### src/rtl/msdap_output_serializer_pkg.sv
// Shared definitions for the MSDAP output serializer: FSM states and the
// default result word width coming out of the filter ALU accumulator.
package msdap_output_serializer_pkg;

    typedef enum logic {
        IDLE  = 1'b0,
        SHIFT = 1'b1
    } ser_state_e;

    localparam int MSDAP_RESULT_W = 40;
    localparam int MSDAP_CNT_W    = 6;

endpackage

### src/rtl/msdap_output_serializer_piso_channel.sv
// One output channel: a one-deep holding register fed by the ALU, a full
// flag, a sticky overrun flag and the parallel-in/serial-out shift register
// that feeds the serial pin MSB-first.
module msdap_piso_channel
    import msdap_output_serializer_pkg::*;
#(
    parameter int DATA_W = MSDAP_RESULT_W
) (
    input  logic              clk,
    input  logic              clear_n,
    input  logic              valid,
    input  logic [DATA_W-1:0] data,
    input  logic              load,
    input  logic              shift_en,
    output logic              full,
    output logic              overrun,
    output logic              msb
);

    logic [DATA_W-1:0] hold;
    logic [DATA_W-1:0] shift_reg;

    // Capture a new result; a fresh capture keeps the buffer full even when the old word leaves this cycle
    always_ff @(posedge clk or negedge clear_n) begin
        if (!clear_n) begin
            hold <= '0;
            full <= 1'b0;
        end else if (valid) begin
            hold <= data;
            full <= 1'b1;
        end else if (load) begin
            full <= 1'b0;
        end
    end

    // Flag a word lost because it was overwritten before reaching the shift register
    always_ff @(posedge clk or negedge clear_n) begin
        if (!clear_n) begin
            overrun <= 1'b0;
        end else if (valid && full && !load) begin
            overrun <= 1'b1;
        end
    end

    // Load the old held word on transfer, then shift left with zero fill so the register drains to zero
    always_ff @(posedge clk or negedge clear_n) begin
        if (!clear_n) begin
            shift_reg <= '0;
        end else if (load) begin
            shift_reg <= hold;
        end else if (shift_en) begin
            shift_reg <= {shift_reg[DATA_W-2:0], 1'b0};
        end
    end

    assign msb = shift_reg[DATA_W-1];

endmodule

### src/rtl/msdap_output_serializer.sv
// Last MSDAP datapath stage: buffers the left/right ALU results and, on a
// frame sync with both words present, shifts them out MSB-first on sol/sor.
// CNT_W must be wide enough to count DATA_W bits (2**CNT_W >= DATA_W).
module msdap_output_serializer
    import msdap_output_serializer_pkg::*;
#(
    parameter int DATA_W = MSDAP_RESULT_W,
    parameter int CNT_W  = MSDAP_CNT_W
) (
    input  logic              clk,
    input  logic              clear_n,
    input  logic              left_valid,
    input  logic [DATA_W-1:0] left_data,
    input  logic              right_valid,
    input  logic [DATA_W-1:0] right_data,
    input  logic              frame,
    output logic              sol,
    output logic              sor,
    output logic              out_ready,
    output logic              overrun,
    output logic              underrun
);

    ser_state_e       state;
    logic [CNT_W-1:0] bit_cnt;
    logic             full_l;
    logic             full_r;
    logic             ovr_l;
    logic             ovr_r;
    logic             msb_l;
    logic             msb_r;
    logic             load;
    logic             shift_en;

    assign load     = (state == IDLE) && frame && full_l && full_r;
    assign shift_en = (state == SHIFT);

    msdap_piso_channel #(.DATA_W(DATA_W)) u_left (
        .clk      (clk),
        .clear_n  (clear_n),
        .valid    (left_valid),
        .data     (left_data),
        .load     (load),
        .shift_en (shift_en),
        .full     (full_l),
        .overrun  (ovr_l),
        .msb      (msb_l)
    );

    msdap_piso_channel #(.DATA_W(DATA_W)) u_right (
        .clk      (clk),
        .clear_n  (clear_n),
        .valid    (right_valid),
        .data     (right_data),
        .load     (load),
        .shift_en (shift_en),
        .full     (full_r),
        .overrun  (ovr_r),
        .msb      (msb_r)
    );

    // Frame FSM: start on a frame with both words buffered, count DATA_W bits, ignore frames while shifting
    always_ff @(posedge clk or negedge clear_n) begin
        if (!clear_n) begin
            state    <= IDLE;
            bit_cnt  <= '0;
            underrun <= 1'b0;
        end else begin
            case (state)
                IDLE: begin
                    if (frame) begin
                        if (full_l && full_r) begin
                            state   <= SHIFT;
                            bit_cnt <= '0;
                        end else begin
                            underrun <= 1'b1;
                        end
                    end
                end
                SHIFT: begin
                    bit_cnt <= bit_cnt + CNT_W'(1);
                    if (bit_cnt == CNT_W'(DATA_W - 1)) begin
                        state <= IDLE;
                    end
                end
                default: state <= IDLE;
            endcase
        end
    end

    // Serial pins and flags come straight from registers, gated to zero outside a frame
    assign out_ready = (state == SHIFT);
    assign sol       = out_ready & msb_l;
    assign sor       = out_ready & msb_r;
    assign overrun   = ovr_l | ovr_r;

endmodule

### config.mk
export PLATFORM = sky130hd
export DESIGN_NAME = msdap_output_serializer
export DESIGN_NICKNAME = d
export VERILOG_FILES = /design/src/rtl/msdap_output_serializer_pkg.sv /design/src/rtl/msdap_output_serializer_piso_channel.sv /design/src/rtl/msdap_output_serializer.sv
export SDC_FILE = /design/constraint.sdc
export NUM_CORES = 1
export LEC_CHECK = 0
export CELL_PAD_IN_SITES_DETAIL_PLACEMENT = 1
export CELL_PAD_IN_SITES_GLOBAL_PLACEMENT = 1
export CORE_AREA = 2 2 132 134
export CTS_CLUSTER_DIAMETER = 40
export DETAILED_ROUTE_END_ITERATION = 10
export DIE_AREA = 0 0 134 136
export HOLD_SLACK_MARGIN = 0.08
export PLACE_DENSITY = 0.72
export REMOVE_ABC_BUFFERS = 1
export SLEW_MARGIN = 20
export SYNTH_ARGS = -nofsm -noshare
export SYNTH_HDL_FRONTEND = slang
export SYNTH_SLANG_ARGS = --single-unit
### constraint.sdc
create_clock -name clk -period 1.5 [get_ports clk]
set_clock_uncertainty 0.15 [all_clocks]
set_input_delay 0.45 -clock clk [delete_from_list [all_inputs] [get_ports clk]]
set_output_delay 0.45 -clock clk [all_outputs]
set_load 0.005 [all_outputs]
==> summary.md, run 1 <==
| Metric | Value |
|---|---|
| Max capacitance violation total | 0 |
| Leading register cell type out of synthesis | dfrtp_1 |
| Clock sinks | ~170 |
| Minimum setup slack in the final design | -422 ps |
| Number of standard cells after synthesis | approximately 480 |
| Outcome | finished with violations |
| GRT Overall Usage | about 19% |
| Final count of pins violating max slew | 0 |
| Share of the cycle needed by the critical path after routing | 128% |
| Number of cells after detailed placement | about 790 |
| Cell taking the most area after synthesis | dfrtp_1 |
| Distinct cell type count of the synthesized netlist | 27 |
| Ports placed on the boundary | 90 |
| Per-cell routed wire length | 21.4 um |
| Worst Path Class, Setup | flop to flop |
| Commonest non-fill, non-tap cell in the layout | dfrtp_1 |
| Mean Syn Cell Area | 14.0 sq um |
| Flip-flop and latch count after synthesis | 172 |
| Worst slew margin relative to its limit | between 70% and 80% |
| Length in cells of the worst reg-to-reg path | 6 |
| Maximum clock frequency | around 0.52 GHz |
| Routed wire length | 18,100 um |
| Data arrival time of the critical path | 2140 ps |
| Commonest non-fill, non-tap cells in the layout | 171 x dfrtp_1, 81 x inv_1, 80 x mux2_2, 80 x clkdlybuf4s50_1, 78 x a222oi_1 |
| TritonCTS clock tree | done |
| Final worst path period need | 1920 ps |
| Register-to-register setup slack | -420 ps |
| GP Congestion | 0.703 |
| Pwr/cell area | 1570 nW/um^2 |
| Vias | 4,680 |
| Root buf cell | clkbuf_16 |
| Count of buffers from port buffering | about 90 |
| Worst supply voltage drop on vdd | 905 uV |
| Combined area of all synthesized cells | between 6000 and 7000 sq um |
| Longest Clk Path Bufs | 2 |
| Portion of the post-synthesis area used by sequential elements | 63.5% |
| Kind of path behind the tightest hold check | primary input to async pin |
| Violations in the final reports | setup timing |
| Setup slack at placement | -740 ps |
| Global-route wire length before repair | 27,200 um |
| Core Rows | 48 |
| Clock input transition at the sequential cells of the worst setup and hold paths | 70 ps |
| Kind of capture point of the worst setup path | flop |
| Vias in the first global route | 5,156 |
| Clk Latency, worst-skew pair | 440 ps |
| Nets | between 600 and 700 |
| Number of DRC violations after detailed routing | 0 |
| Starting utilization of the core area | around two fifths |
| Crit path max fanout | 20 |
| Final hold violation count | 0 |
| Proportion of register bits with asynchronous set or reset after synthesis | 100% |
| Fraction of layout cells with a size suffix above 1 | 29.5% |
| Detail Route Antenna Nets | 0 |
| Actual slew at the worst max-slew pin | 386 ps |
| Layout-stage area growth over the synthesis result | 34.8% |
| Pin count of the biggest net entering global routing | 44 |
| First-iteration detailed-routing DRC count | 544 |
| Total setup violations reported at the end of the flow | 96 |
| Unrepaired setup endpoints after global routing | yes |
| Final setup TNS | -33,560 ps |
| Total overflow reported by the global router | 0 |
| Standby leakage power | between 4 and 5 nW |
| Die Height | roughly 140 um |
| Total Die Area | 18,200 sq um |
| Half-perimeter wire length of the detailed placement result | 9940 um |
| Placeable core region | 16,900 sq um |
| RR Endpoint | u_right.shift_reg[33] |
| Inserted Clock Buffers | 17 |
| Number of iterations in the first detailed-routing pass | 7 |
| Horiz. Die Dim | 134 um |
| Worst R2R Start | out_ready |
| Worst Setup Start Kind | flop |
| Required time of the worst setup path | 1710 ps |
| Post-route insts no fill | between 800 and 900 |
| Deepest level of the CTS H-tree | 4 |
| Cell types with the largest area share after synthesis | dfrtp_1 63%, mux2_2 13%, a222oi_1 12% |
| Top cell type's share of synthesized area | between 60 and 70% |
| Count of yosys warnings during synthesis | 0 |
| Count of flip-flops with a built-in enable after synthesis | 0 |
| Antenna violations before repair | 1 |
| Vias per inst | between 5 and 6 |
==> synthesized netlist by cell type, drive strengths merged, types with 2 or more instances <==
cell type  instances
a21o               2
a21oi              4
a222oi            78
a22o               3
a31o               3
a31oi              2
and2               2
buf               25
clkbuf            13
dfrtp            172
inv               81
mux2              80
nand2              5
nand3              2
o21ai              2
==> metal layers <==
layer	GRT usage (%)	routed length [um]
met4	6.21	250
met2	34.5	9650
met5	0	0
met1	23.5	7260
met3	4.62	970
==> through the flow <==
| stage | instance area [sq um] | power, mW | utilization (%) | hold WS, ps |
|---|---|---|---|---|
| after floorplan | 6520 | 7.70 | - | 4.41 |
| after global routing | 9140 | 15.0 | 54.2 | 317 |
| after CTS | 8940 | 14.2 | 53.0 | 309 |
| after detailed placement | 8020 | 8.90 | 47.5 | 199 |
| final | 9140 | 14.3 | 54.2 | 316 |
| after global placement | 8020 | 8.63 | 47.5 | 196 |
==> worst max-delay path, stage by stage (launching register included) <==
cell and delay, ps:
dfrtp_4 490, buf_6 130, buf_6 120, and4b_4 510
clkbuf_16 260, a222oi_1 110, inv_1 80
==> area by class of cell <==
type	instances	area [sq um]
Timing Repair Buffer	143	1630
Fill cell	1624	7730
Clock inverter	13	214
Sequential cell	172	4310
Antenna cell	1	2.50
Inverter	81	304
Clock buffer	19	453
Tap cell	225	282
Multi-Input combinational cell	192	1950
==> power by group <==
| group | leakage (nW) | internal, mW | switching (mW) |
|---|---|---|---|
| clock | 0.320 | 3.06 | 1.89 |
| combinational | 2.04 | 1.58 | 1.40 |
| sequential | 2.14 | 5.71 | 0.708 |
==> what timing repair did <==
item	4_1_cts	5_1_grt
setup buffers	14	5
gates cloned	3	8
pin swaps	70	14
hold buffers	1	0
gates resized for setup	39	10
setup endpoints to repair	96	96
hold endpoints to repair	143	0
==> kinds of logic after synthesis <==
family / Yosys count / synth area share, %
compound gates: 97 / 13.5
buf+inv: 119 / 8.38
flops: 172 / 63.5
mux: 80 / 13.3
fa+ha+maj: 1 / 0.184
simple gates: 14 / 1.14
==> how the worst max path moves through the flow <==
| stage | from | to |
|---|---|---|
| final | out_ready | u_right.shift_reg[33] |
| after global placement | frame | u_left.shift_reg[9] |
| after global routing | out_ready | bit_cnt[0] |
| after CTS | out_ready | u_right.shift_reg[1] |
| after floorplan | out_ready | u_left.shift_reg[10] |
| after detailed placement | frame | u_left.shift_reg[25] |
Note: power is estimated with default switching activity, not from simulation.
==> inputs of run 2 (changes only) <==
--- a/config.mk
+++ b/config.mk
@@ -9,6 +9,7 @@
 export CELL_PAD_IN_SITES_GLOBAL_PLACEMENT = 1
 export CORE_AREA = 2 2 132 134
 export CTS_CLUSTER_DIAMETER = 40
+export CTS_CLUSTER_SIZE = 12
 export DETAILED_ROUTE_END_ITERATION = 10
 export DIE_AREA = 0 0 134 136
 export HOLD_SLACK_MARGIN = 0.08
==> results of run 2 <==
No change in the layout: final DEF, timing and power equal those of run 1.
==> inputs of run 3 (changes only) <==
--- a/config.mk
+++ b/config.mk
@@ -13,6 +13,7 @@
 export DETAILED_ROUTE_END_ITERATION = 10
 export DIE_AREA = 0 0 134 136
 export HOLD_SLACK_MARGIN = 0.08
+export MAX_ROUTING_LAYER = met4
 export PLACE_DENSITY = 0.72
 export REMOVE_ABC_BUFFERS = 1
 export SLEW_MARGIN = 20
==> run 3 against run 2 <==
Against the previous run:
- hold slack worse by 4.0 ps
- critical path type unchanged
- global-route usage is 0.60 points higher
- highest routed layer unchanged
- sequential share of layout area stayed put
- clock power hardly changed
- final cell count stayed put
- setup slack better by 3.5 ps
- maximum frequency is 0.18% higher
- sequential cell count stayed put
- utilization stayed put
- critical endpoint unchanged
- power hardly changed
- the flow still finishes with violations (setup timing)
- combinational power hardly changed
- first-iteration DRC count is 13% higher
==> summary.md, run 3 (synthesized netlist as in run 1, its figures left out) <==
| Metric | Value |
|---|---|
| GP Congestion | 0.710 (was 0.703) |
| First-iteration detailed-routing DRC count | 613 (was 544) |
| Nets | 693 (unchanged) |
| Worst supply voltage drop on vdd | 910 uV (was 905 uV) |
| Per-cell routed wire length | 21.4 um (about the same) |
| Placeable core region | 16,900 sq um (unchanged) |
| Clk Latency, worst-skew pair | 430 ps (was 440 ps) |
| Minimum setup slack in the final design | -419 ps (was -422 ps) |
| Longest Clk Path Bufs | 2 (unchanged) |
| Delay of the slowest cell on the worst path | 510 ps (about the same) |
| Most frequent CP cell | buf_6 (unchanged) |
| Worst Setup Start Kind | flop (unchanged) |
| Deepest level of the CTS H-tree | 4 (unchanged) |
| Pwr/cell area | 1570 nW/um^2 (about the same) |
| Core occupancy in the finished layout | 54.2% (unchanged) |
| Kind of path behind the tightest hold check | primary input to async pin (unchanged) |
| Standby leakage power | 4.49 nW (about the same) |
| Worst hold slack | 312 ps (was 316 ps) |
| Post-route cell area | 9140 sq um (unchanged) |
| Actual slew at the worst max-slew pin | 404 ps (was 386 ps) |
| Slowest cell on the critical path | and4b_4 (unchanged) |
| Layout-stage area growth over the synthesis result | 34.8% (unchanged) |
| GRT Overall Usage | 20.1% (was 19.5%) |
| Vias per inst | 5.55 (was 5.53) |
| Fraction of layout cells with a size suffix above 1 | 29.5% (unchanged) |
| Half-perimeter wire length of the detailed placement result | 9940 um (unchanged) |
| Vias | 4,699 (was 4,680) |
| Total setup violations reported at the end of the flow | 96 (unchanged) |
| Kind of capture point of the worst setup path | flop (unchanged) |
| Worst Path Class, Setup | flop to flop (unchanged) |
| Inserted Clock Buffers | 17 (unchanged) |
| Cell Area, Placed | 8020 sq um (unchanged) |
| Crit path max fanout | 20 (unchanged) |
| Number of cells after detailed placement | 785 (unchanged) |
| Max capacitance violation total | 0 (unchanged) |
| Routed wire length | 18,100 um (about the same) |
| Worst slew margin relative to its limit | 73.1% (was 74.3%) |
| Clock sinks | 172 (unchanged) |
| Ports placed on the boundary | 90 (unchanged) |
| Critical path buffer and inverter count | 4 (unchanged) |
| Outcome | finished with violations (unchanged) |
| Data arrival time of the critical path | 2130 ps (was 2140 ps) |
| Antenna violations before repair | 1 (unchanged) |
| Core Rows | 48 (unchanged) |
| Register-to-register setup slack | -420 ps (about the same) |
| Horiz. Die Dim | 134 um (unchanged) |
| Detail Route Antenna Nets | 0 (unchanged) |
| Vias in the first global route | 5,153 (was 5,156) |
| Clock input transition at the sequential cells of the worst setup and hold paths | 70 ps (about the same) |
| Final hold violation count | 0 (unchanged) |
| TritonCTS clock tree | done (unchanged) |
| Final worst path period need | 1920 ps (about the same) |
| Violations in the final reports | setup timing (unchanged) |
| Unrepaired setup endpoints after global routing | yes (unchanged) |
| Total overflow reported by the global router | 0 (unchanged) |
| Family with the most delay on the worst path | buffers and inverters (unchanged) |
| Count of buffers from port buffering | 89 (unchanged) |
| Die Height | 136 um (unchanged) |
| Total of fill cells in the finished design | 1,624 (unchanged) |
| Total Die Area | 18,200 sq um (unchanged) |
| Multi-input combinational cell area | 1950 sq um (unchanged) |
| Global-route wire length before repair | 27,200 um (about the same) |
| Commonest non-fill, non-tap cells in the layout | 171 x dfrtp_1, 81 x inv_1, 80 x mux2_2, 80 x clkdlybuf4s50_1, 78 x a222oi_1 (unchanged) |
| Starting utilization of the core area | 40.2% (unchanged) |
| Share of the cycle needed by the critical path after routing | 128% (about the same) |
| Commonest non-fill, non-tap cell in the layout | dfrtp_1 (unchanged) |
| Flip-flop and latch area | 4310 sq um (unchanged) |
| Maximum clock frequency | 0.521 GHz (was 0.520 GHz) |
| Number of DRC violations after detailed routing | 0 (unchanged) |
| Number of iterations in the first detailed-routing pass | 7 (unchanged) |
| Chain of cells forming the critical path | buf_6 > buf_6 > and4b_4 > clkbuf_16 > a222oi_1 > inv_1 (unchanged) |
| Required time of the worst setup path | 1720 ps (was 1710 ps) |
| Post-route insts no fill | 846 (unchanged) |
| Pin count of the biggest net entering global routing | 44 (unchanged) |
| Final count of pins violating max slew | 0 (unchanged) |
| Root buf cell | clkbuf_16 (unchanged) |
-- run 3: timing repair --
action | in CTS | in global routing
endpoints found under the setup margin | 96 | 96
hold endpoints to repair | 143 | 0
gates cloned | 3 | 8
pin swaps | 70 | 13
resized for setup | 39 | 10
buffers inserted | 14 | 5
hold buffers | 1 | 0
-- run 3: worst paths after layout --
| check | startpoint | endpoint | depth (start not counted) |
|---|---|---|---|
| hold reg to reg | u_left.shift_reg[34] | u_left.shift_reg[35] | 2 |
| max in group asynchronous | clear_n | u_left.hold[38] | 3 |
| setup / recovery | out_ready | u_right.shift_reg[33] | 6 |
| min in group clk | left_valid | u_left.full | 3 |
| setup reg to reg | out_ready | u_right.shift_reg[33] | 6 |
| hold / removal | clear_n | u_right.shift_reg[6] | 2 |
-- run 3: worst reg2reg max path, delay by kind of cell, from the launching register on --
kind / cells / cell delay (ps)
flops: 1 / 490
compound gates: 1 / 110
buf+inv: 4 / 600
simple gates: 1 / 510
-- run 3: per-stage QoR --
step | power, mW | TNS, ps | worst slack, ps
after detailed placement | 8.90 | -59400 | -740
after global placement | 8.63 | -51450 | -621
after CTS | 14.2 | -29420 | -402
after floorplan | 7.70 | -213730 | -2430
final | 14.3 | -33530 | -419
after global routing | 15.0 | -37490 | -477
-- run 3: cell type report --
cell class                 count  area share, %
inverter                      81           3.33
tap                          225           3.08
antenna                        1         0.0274
sequential                   172           47.1
timing repair buffer         143           17.8
clock inverter                13           2.34
clock buffer                  19           4.95
multi-input combinational    192           21.4
-- run 3: layer usage --
layer  track usage, %  vias to the layer above  wire, um
li1                 -                     2058         -
met1             23.6                     2478      7280
met2             34.5                      140      9610
met3             4.47                       23       924
met4             6.38                        0       272
met5                -                        -         0
-- run 3: power by group --
group | leakage (nW) | internal, mW | switching [mW]
clock network | 0.320 | 3.06 | 1.88
logic | 2.04 | 1.58 | 1.40
registers | 2.14 | 5.71 | 0.713
==> RTL edit 1, RTL diff (flow settings as in run 2) <==
Register the output `overrun`, with the module's reset; this adds one clock of latency there. The other outputs are not delayed to match.
--- a/src/rtl/msdap_output_serializer.sv
+++ b/src/rtl/msdap_output_serializer.sv
@@ -22,2 +22,4 @@
 );
+
+    logic overrun_d;
 
@@ -94,3 +96,11 @@
     assign sor       = out_ready & msb_r;
-    assign overrun   = ovr_l | ovr_r;
+    assign overrun_d = ovr_l | ovr_r;
+
+    always_ff @(posedge clk or negedge clear_n) begin
+        if (!clear_n) begin
+            overrun <= '0;
+        end else begin
+            overrun <= overrun_d;
+        end
+    end
 
Function: changed (Yosys sat finds a counterexample within 4 cycles, from zero or initial values).
==> RTL edit 1 against run 2 <==
The run still ends with setup timing left. Routed wire length down 4.0%. Worst setup slack better by 50 ps. Area after synthesis up 0.37%. Sequential share of layout area up 0.66 points. Sequential cell count up 1. Design area down 0.86%. Total power down 4.5%. Via count down 0.17%.
==> RTL edit 1: results (changes against run 2) <==
metric;value;unit;change
status;finished, violations left;;unchanged
violations;setup timing;;unchanged
drive_above_1_share;0.2876;;was 0.2952
timing.final.ws_setup;-371.8;ps;was -422.3 ps
hpwlAfterDp;10150;um;was 9939 um
cts.repair.resized;33;;was 39
place_inst;786;;was 785
grt_max_degree;50;;was 44
muxShareOfSynthArea;0.1324;;was 0.1328
routed_wl;17400;um;was 18130 um
buf_share;0.1805;;was 0.1779
vdd.ir_drop.worst;0.0009847;V;was 0.0009051 V
fin_hold_ws;280.6;ps;was 316.3 ps
drt_iter0_markers;571;;was 544
grt_pass1_vias;4891;;was 5156
layout.nets;692;;was 693
nClkBuffers;22;;was 19
path_max_fanout;4;;was 20
crit_arrival;1270;ps;was 2140 ps
grt_pass1_wl;25680;um;was 27210 um
reg2regPathDepth;5;;was 6
reg2reg_slack;-330;ps;was -420 ps
final-setup-viol-count;96;;unchanged
vias_per_cell;5.536;;was 5.532
insertedDiodeCount;0;;was 1
-- RTL edit 1: cell types whose count changed after synthesis --
cell	before	now
dfrtp_1	172	173
-- RTL edit 1: routing by layer --
metal  share of wire  global-route usage  up-vias
met5               0                   0        -
met4           0.019             0.07920        0
met3           0.040             0.03878       23
met2            0.52              0.3271      129
met1            0.42              0.2173     2472
li1                -                   -     2048
-- RTL edit 1: cell families (layout without fill, tap and decap cells) --
| group | after synthesis | in the layout |
|---|---|---|
| multiplexers | 80 | 80 |
| flip-flops | 173 | 173 |
| adder cells (fa/ha/maj) | 1 | 1 |
| buffers and inverters | 119 | 254 |
| AO/OA/AOI/OAI | 97 | 97 |
| AND/OR/NAND/NOR | 14 | 14 |
-- RTL edit 1: critical path, stage by stage, from the launching register on --
cell and delay, ps:
dfrtp_2 440, buf_6 140, and2_4 150, buf_6 110
-- RTL edit 1: report_power, final --
group	switching [uW]	internal, uW
combinational	1330	1580
clock	1790	2530
sequential	726	5740
==> RTL edit 2, RTL diff (flow settings as in run 2) <==
Without the edit above. Change the package constant `MSDAP_CNT_W` from 6 to 4.
--- a/src/rtl/msdap_output_serializer_pkg.sv
+++ b/src/rtl/msdap_output_serializer_pkg.sv
@@ -10,3 +10,3 @@
     localparam int MSDAP_RESULT_W = 40;
-    localparam int MSDAP_CNT_W    = 6;
+    localparam int MSDAP_CNT_W    = 4;
 
Check against the original RTL: same outputs for any inputs over 10 cycles, from zero or initial values; that may be too few to reach the edited logic, so the function may still have changed.
==> RTL edit 2 against run 2 <==
Highest routed layer unchanged. Total power rose by 7.9%. Sequential cell count shrank 2. Sequential share of layout area fell by 0.36 points. Design area is 0.45% lower. Global-route usage is 0.22 points lower. Area after synthesis decreased by 1.4%. Routed wire length is 4.6% lower. Largest power group unchanged. Maximum frequency down 0.97%. The flow still finishes with violations (setup timing). Count of clock-buffer cells in the layout is 4 higher. Worst setup slack lost 19 ps. Synthesized cell count fell by 2.5%.
==> RTL edit 2: results (changes against run 2) <==
metric;value;unit;change
muxShareOfSynthArea;0.1347;;was 0.1328
synth_top_family_by_area;multiplexers;;was compound AO/OA/AOI/OAI gates
vias_per_cell;5.472;;was 5.532
stdcell_count;841;;was 846
drt_iter0_markers;532;;was 544
wl_met3;783;um;was 970 um
final-setup-viol-count;94;;was 96
leakage;0.004283;uW;was 0.004494 uW
grt_max_degree;41;;was 44
timing.final.ws_setup;-441.1;ps;was -422.3 ps
antenna_found_initial;0;;was 1
netlist_top_cells_area;dfrtp_1 64%, mux2_2 13%, a222oi_1 12%, inv_1 4.4%, buf_8 1.8%;;was dfrtp_1 63%, mux2_2 13%, a222oi_1 12%, inv_1 4.5%, buf_6 2.3%
finalSetupTns;-33000;ps;was -33560 ps
insertedDiodeCount;0;;was 1
drive_above_1_share;0.3084;;was 0.2952
vdd.ir_drop.worst;0.0009792;V;was 0.0009051 V
hpwlAfterDp;9569;um;was 9939 um
routed_wl;17280;um;was 18130 um
status;finished, violations left;;unchanged
synth_compound_area_frac;0.1317;;was 0.1354
ys_types;24;;was 27
violations;setup timing;;unchanged
grt.total_usage;0.1926;;was 0.1947
pre_cts_ws;-696.0;ps;was -740.3 ps
grt_pass1_vias;5099;;was 5156
==> RTL edit 2: worst max-delay path: stages (launching register included) <==
cell,delay [ps]
dfrtp_2,420
buf_4,140
buf_6,110
and2_1,140
buf_2,120
==> RTL edit 2: power breakdown <==
| part | switching, uW | leakage, uW | total, uW | internal, uW |
|---|---|---|---|---|
| clock network | 1800 | 0.000260 | 4180 | 2380 |
| logic | 2100 | 0.00195 | 4700 | 2600 |
| registers | 801 | 0.00207 | 6600 | 5800 |
| total | 4700 | 0.00428 | 15500 | 10800 |
==> RTL edit 2: final timing paths <==
kind                                                  start                           endpoint  cells past startpoint
min in group asynchronous                           clear_n       u_right.hold[20]$_DFFE_PN0P_                      2
hold reg to reg            u_left.shift_reg[20]$_DFFE_PN0P_   u_left.shift_reg[20]$_DFFE_PN0P_                      2
hold / removal                                        frame               underrun$_DFFE_PN0P_                      2
max in group asynchronous                           clear_n  u_right.shift_reg[28]$_DFFE_PN0P_                      3
setup / recovery                        out_ready$_DFF_PN0_                                sor                      4
setup reg to reg                        out_ready$_DFF_PN0_  u_right.shift_reg[18]$_DFFE_PN0P_                      7
==> RTL edit 2: layout make-up <==
type,instances,area [um2],share of cell area
clock buffer,23,467.9,0.05142
multi-input combinational,185,1919,0.2109
inverter,79,299.0,0.03286
sequential,170,4255,0.4676
timing repair buffer,150,1785,0.1962
tap,225,281.5,0.03094
clock inverter,9,91.34,0.01004
==> RTL edit 2: timing repair <==
item	in CTS	in global routing
gates cloned	10	3
pin swaps	21	17
hold buffers	1	0
resized for setup	55	11
hold endpoints to repair	24	0
setup endpoints to repair	93	95
buffers inserted	15	7
